==> src/rtl/uart_tx_fifo_drain.sv <==
// UART transmitter that pops bytes from the TX FIFO and serialises them as
// start, DBIT data bits LSB-first, optional parity, and stop period, paced by a 16x baud tick.
module uart_tx_fifo_drain #(
    parameter int DBIT       = 8,
    parameter int SB_TICK    = 16,
    parameter int PARITY_EN  = 0,
    parameter int PARITY_ODD = 0
) (
    input  logic            clk,
    input  logic            reset_n,
    input  logic            s_tick,
    input  logic            fifo_empty,
    input  logic [DBIT-1:0] fifo_r_data,
    output logic            fifo_rd,
    output logic            tx,
    output logic            tx_busy,
    output logic            tx_done_tick
);
    typedef enum logic [2:0] {IDLE, START, DATA, PARITY, STOP} state_t;

    localparam logic [4:0] BIT_LAST  = 5'd15;
    localparam logic [4:0] STOP_LAST = 5'(SB_TICK - 1);
    localparam logic [2:0] N_LAST    = 3'(DBIT - 1);
    localparam logic       ODD       = (PARITY_ODD != 0);

    state_t          state, state_n;
    logic [4:0]      s_cnt, s_cnt_n;
    logic [2:0]      n_cnt, n_cnt_n;
    logic [DBIT-1:0] b_reg, b_n;
    logic            par_reg, par_n;
    logic            tx_reg, tx_n;

    always_ff @(posedge clk or negedge reset_n) begin
        if (!reset_n) begin
            state   <= IDLE;
            s_cnt   <= '0;
            n_cnt   <= '0;
            b_reg   <= '0;
            par_reg <= 1'b0;
            tx_reg  <= 1'b1;
        end else begin
            state   <= state_n;
            s_cnt   <= s_cnt_n;
            n_cnt   <= n_cnt_n;
            b_reg   <= b_n;
            par_reg <= par_n;
            tx_reg  <= tx_n;
        end
    end

    always_comb begin
        state_n      = state;
        s_cnt_n      = s_cnt;
        n_cnt_n      = n_cnt;
        b_n          = b_reg;
        par_n        = par_reg;
        tx_n         = 1'b1;
        fifo_rd      = 1'b0;
        tx_done_tick = 1'b0;
        case (state)
            IDLE: begin
                // Pop and latch in one cycle; any tick seen here is deliberately ignored.
                if (!fifo_empty && reset_n) begin
                    fifo_rd = 1'b1;
                    b_n     = fifo_r_data;
                    par_n   = (^fifo_r_data) ^ ODD;
                    s_cnt_n = '0;
                    state_n = START;
                end
            end
            START: begin
                tx_n = 1'b0;
                if (s_tick) begin
                    if (s_cnt == BIT_LAST) begin
                        s_cnt_n = '0;
                        n_cnt_n = '0;
                        state_n = DATA;
                    end else begin
                        s_cnt_n = s_cnt + 5'd1;
                    end
                end
            end
            DATA: begin
                tx_n = b_reg[0];
                if (s_tick) begin
                    if (s_cnt == BIT_LAST) begin
                        s_cnt_n = '0;
                        b_n     = b_reg >> 1;
                        if (n_cnt == N_LAST)
                            state_n = (PARITY_EN != 0) ? PARITY : STOP;
                        else
                            n_cnt_n = n_cnt + 3'd1;
                    end else begin
                        s_cnt_n = s_cnt + 5'd1;
                    end
                end
            end
            PARITY: begin
                tx_n = par_reg;
                if (s_tick) begin
                    if (s_cnt == BIT_LAST) begin
                        s_cnt_n = '0;
                        state_n = STOP;
                    end else begin
                        s_cnt_n = s_cnt + 5'd1;
                    end
                end
            end
            STOP: begin
                if (s_tick) begin
                    if (s_cnt == STOP_LAST) begin
                        s_cnt_n      = '0;
                        tx_done_tick = 1'b1;
                        state_n      = IDLE;
                    end else begin
                        s_cnt_n = s_cnt + 5'd1;
                    end
                end
            end
            default: state_n = IDLE;
        endcase
    end

    assign tx      = tx_reg;
    assign tx_busy = (state != IDLE);

endmodule

==> config.mk <==
export PLATFORM = sky130hd
export DESIGN_NAME = uart_tx_fifo_drain
export DESIGN_NICKNAME = d
export VERILOG_FILES = /design/src/rtl/uart_tx_fifo_drain.sv
export SDC_FILE = /design/constraint.sdc
export NUM_CORES = 1
export LEC_CHECK = 0
export ABC_AREA = 1
export CAP_MARGIN = 15
export CELL_PAD_IN_SITES_DETAIL_PLACEMENT = 0
export CELL_PAD_IN_SITES_GLOBAL_PLACEMENT = 1
export CORE_UTILIZATION = 36
export CTS_CLUSTER_DIAMETER = 30
export DETAILED_ROUTE_END_ITERATION = 12
export PLACE_DENSITY_LB_ADDON = 0.1
export REMOVE_ABC_BUFFERS = 1
export SYNTH_ARGS = -nofsm -noshare
export SYNTH_HDL_FRONTEND = slang
export SYNTH_SLANG_ARGS = --single-unit
export TNS_END_PERCENT = 30
==> constraint.sdc <==
create_clock -name clk -period 1.5 [get_ports clk]
set_input_delay 0.375 -clock clk [delete_from_list [all_inputs] [get_ports clk]]
set_output_delay 0.375 -clock clk [all_outputs]
set_load 0.01 [all_outputs]
==> impl_summary.txt <==
----------------------------------------------------
[Floorplanning]
  Chip Width ... 63.6 um
  Initial standard-cell utilization of the core ... 0.373
  Overall die area ... 0.00404 mm^2
  Core footprint ... 0.00366 mm^2
  Y dimension of the die ... between 60 and 70 um
  Std-Cell Rows ... 22
  Number of placed I/O pins ... 16

[Worst setup path]
  Kind of start point of the critical path ... flop
  Data arrival time of the critical path ... roughly 1.3 ns
  Slowest cell on crit path ... sky130_fd_sc_hd__dfrtp_1
  Ordered cell list for the critical path ... ha_4, nand3_4, nor2_4, inv_2, nor3_2, buf_2
  Buffer and inverter count on the worst path ... 2
  Cell class contributing the biggest share of worst-path delay ... flip-flops
  Type of destination of the critical path ... output pin
  Worst-path fanout max ... 2
  Crit Path Class ... reg -> out
  Source of the worst register-to-register timing path ... s_cnt[0]$_DFFE_PN0P_
  Reg-to-reg setup timing slack ... -0.09 ns
  Required time of the critical path ... 1.12 ns
  Depth of the most critical reg-to-reg path ... 11
  Worst reg2reg path endpoint ... b_reg[1]$_DFFE_PN0P_
  Slowest Stage Delay on Critical Path ... 0.40 ns
  Levels on crit path ... 6

[STA]
  Setup repair after global routing missed its margin ... yes
  Final Hold Vio Count ... 0
  Setup Skew ... 0.00904 ns
  Maximum clock frequency ... 600 MHz
  Setup ws final ... -0.166 ns
  Slew @ Worst Pin ... between 0.3 and 0.4 ns
  Relative slew margins ... 0.771
  Share of the cycle needed by the critical path after routing ... 1.11
  Count of final max-slew check failures ... 0
  Final setup viols ... 12
  Worst hold-check slack ... 0.288 ns
  Final TNS setup ... -0.871 ns
  Period minus WS final ... roughly 1.7 ns

[Pwr]
  Register share of total power ... 0.244
  Switching Fraction ... 0.444
  Clock Power Share ... 0.102
  Share of total power in combinational logic ... 0.653
  Leakage ... approximately 1.1 nW
  Worst vdd rail ir drop ... 0.000735 V
  Cell-internal power ... 2.18 mW
  Cell Pwr Density ... about 1900 mW/mm^2
  Switch Pwr ... 1.74 mW

[Placement]
  Placed cell areas ... 0.00178 mm^2
  Port buffer count ... 15
  Routability congestion estimate ... between 0.8 and 0.9
  Detailed Place HPWL ... 2520 um

[Min path]
  Worst hold path class ... in -> async

[Outcome]
  Violations in the final reports ... setup timing
  Run status ... finished with violations

[Run]
  Maxcap violations ... 0

[Global routing]
  GRT met1 Usage ... 0.241
  Global Route Usage Sum ... 0.196
  First-pass GRT wire length ... ~6200 um
  Global routing usage on met3 ... 0.0272
  Initial antenna violation count ... 0
  Met2 Resource Use GR ... 0.356
  Total gr overflow ... 0
  Number of global-route vias before repair ... 1385
  Pin count of the biggest net entering global routing ... 22
  Top Usage Layer GRT ... met2

[Routing]
  Routed wire length per instance ... 12.4 um
  Iteration-0 DRC count of the detailed router ... 82
  Detailed-route DRC error count ... 0
  Number of nets with antenna violations after detailed routing ... 0
  Via count ... 1376
  Detailed-route wire length ... 3580 um
  DR pass1 iterations ... 4
  Detailed-route vias per instance ... 4.78

[Logic synthesis]
  Yosys warning count ... 0
  Post-synthesis register bit count ... 21
  Most area-consuming cells after synthesis ... sky130_fd_sc_hd__dfrtp_1 37%, sky130_fd_sc_hd__nand2_1 17%, sky130_fd_sc_hd__o21ai_2 5.1%
  Post-synthesis average cell area ... 7.63 um^2
  Netlist area before placement ... 0.00137 mm^2
  Distinct cells, synth ... 26
  Cell type with the highest aggregate area in the netlist ... sky130_fd_sc_hd__dfrtp_1
  Gate Count Post-Synth ... 179
  Sequential-to-total area share from yosys stat ... 0.386
  Fraction of post-synthesis cell area in the top cell type by area ... 0.367

[Clocking]
  Max Root-Sink Buffers ... 2
  Hold bufs inserted after CTS ... 0
  Skew-Pair Late Insertion Delay ... 0.27 ns
  Clock Pin Slew Worst Setup and Hold Paths ... 0.09 ns
  CTS tree ... built
  Number of clock buffers inserted by TritonCTS ... 3
  Root buffer cell ... sky130_fd_sc_hd__clkbuf_8
  TritonCTS Sinks ... 21
  CTS H-tree depth ... 1

[Finish]
  Number of flip-flops under the largest register name ... 8
  Final Cell Area ... 0.00207 mm^2
  Synth-to-layout area growth ... 51.5%
  Leading cell types in the layout, fill and taps excluded ... 52 x sky130_fd_sc_hd__nand2_1, 37 x sky130_fd_sc_hd__buf_4, 20 x sky130_fd_sc_hd__dfrtp_1
  Ratio of cells with drive above 1 in the final layout ... 0.396
  Most frequent standard cell in the layout excluding fill and tap cells ... sky130_fd_sc_hd__nand2_1
  Number of diodes ... 0
  Net total in the final layout ... around 260
  Core occupancy in the finished layout ... 0.565

----------------------------------------------------
-- repair_timing --
item	4_1_cts	5_1_grt
resized for setup	38	13
setup endpoints to repair	19	22
cloned	2	0
pin swaps	10	6
buffers inserted	8	2
-- synthesized netlist by cell type, drive strengths merged --
| cell | number |
|---|---|
| a22oi | 1 |
| o21ai | 18 |
| nand2 | 68 |
| nand3 | 12 |
| inv | 19 |
| nand4 | 3 |
| xor2 | 2 |
| dfrtp | 20 |
| ha | 3 |
| nor2 | 16 |
| xnor2 | 3 |
| or2 | 4 |
| nor3 | 1 |
| o211ai | 1 |
| a21oi | 3 |
| dfstp | 1 |
| nand3b | 2 |
| buf | 2 |
-- logic make-up (layout without fill, tap and decap cells) --
logic type / count (synthesis) / in the layout / share of synthesized area
simple gates: 106 / 108 / 0.369
buf+inv: 21 / 80 / 0.0752
flops: 21 / 21 / 0.386
fa+ha+maj: 3 / 3 / 0.0275
xor+xnor: 5 / 5 / 0.0321
compound gates: 23 / 23 / 0.110
-- worst max-delay path by stage --
| stage | startpoint | end | slack (ns) |
|---|---|---|---|
| after CTS | s_cnt[1]$_DFFE_PN0P_ | tx_done_tick | -0.24 |
| after detailed placement | s_tick | tx_done_tick | -0.57 |
| final | s_cnt[0]$_DFFE_PN0P_ | tx_done_tick | -0.17 |
| after global routing | s_cnt[0]$_DFFE_PN0P_ | tx_done_tick | -0.24 |
| after global placement | reset_n | fifo_rd | -0.57 |
| after floorplan | s_cnt[0]$_DFFE_PN0P_ | tx_done_tick | -0.06 |
-- metal layers --
metal	part of all wire	wire [um]	vias to the layer above
li1	-	-	695
met1	0.46	1630	663
met2	0.52	1860	14
met3	0.016	59	4
met4	0.0078	28	0
met5	0	0	-
-- worst register-to-register path: cells and delay by family, from the launching register on --
kind / cells / cell delay (ns)
and+or+nand+nor: 6 / 0.51
buffers and inverters: 3 / 0.37
DFF: 1 / 0.40
adders and majority gates: 1 / 0.16
AOI/OAI and AO/OA: 1 / 0.04
-- power groups by stage --
| stage | combinational [mW] | clock [mW] | sequential, mW |
|---|---|---|---|
| 2_1_floorplan | 1.09 | 0 | 0.929 |
| 3_3_place_gp | 1.88 | 0 | 0.902 |
| 3_5_place_dp | 1.93 | 0 | 0.914 |
| 4_1_cts | 2.41 | 0.409 | 0.918 |
| 5_1_grt | 2.82 | 0.427 | 0.982 |
| 6_report | 2.56 | 0.400 | 0.957 |
-- final cells by class --
class	count	area, um^2
fillers	354	1590
clock buffers	4	45.0
inverters	19	73.8
well taps	48	60.1
multi-input cells	139	875
flip-flops and latches	21	527
repair buffers	57	488
-- metrics by stage --
step                power (mW)  worst slack, ns  std cells
global placement          2.79           -0.571        272
floorplan                 2.02          -0.0566        177
detailed placement        2.85           -0.575        272
CTS                       3.74           -0.238        286
global route              4.23           -0.238        288
finish                    3.92           -0.166        288
Power figures use the tool's default switching activity.
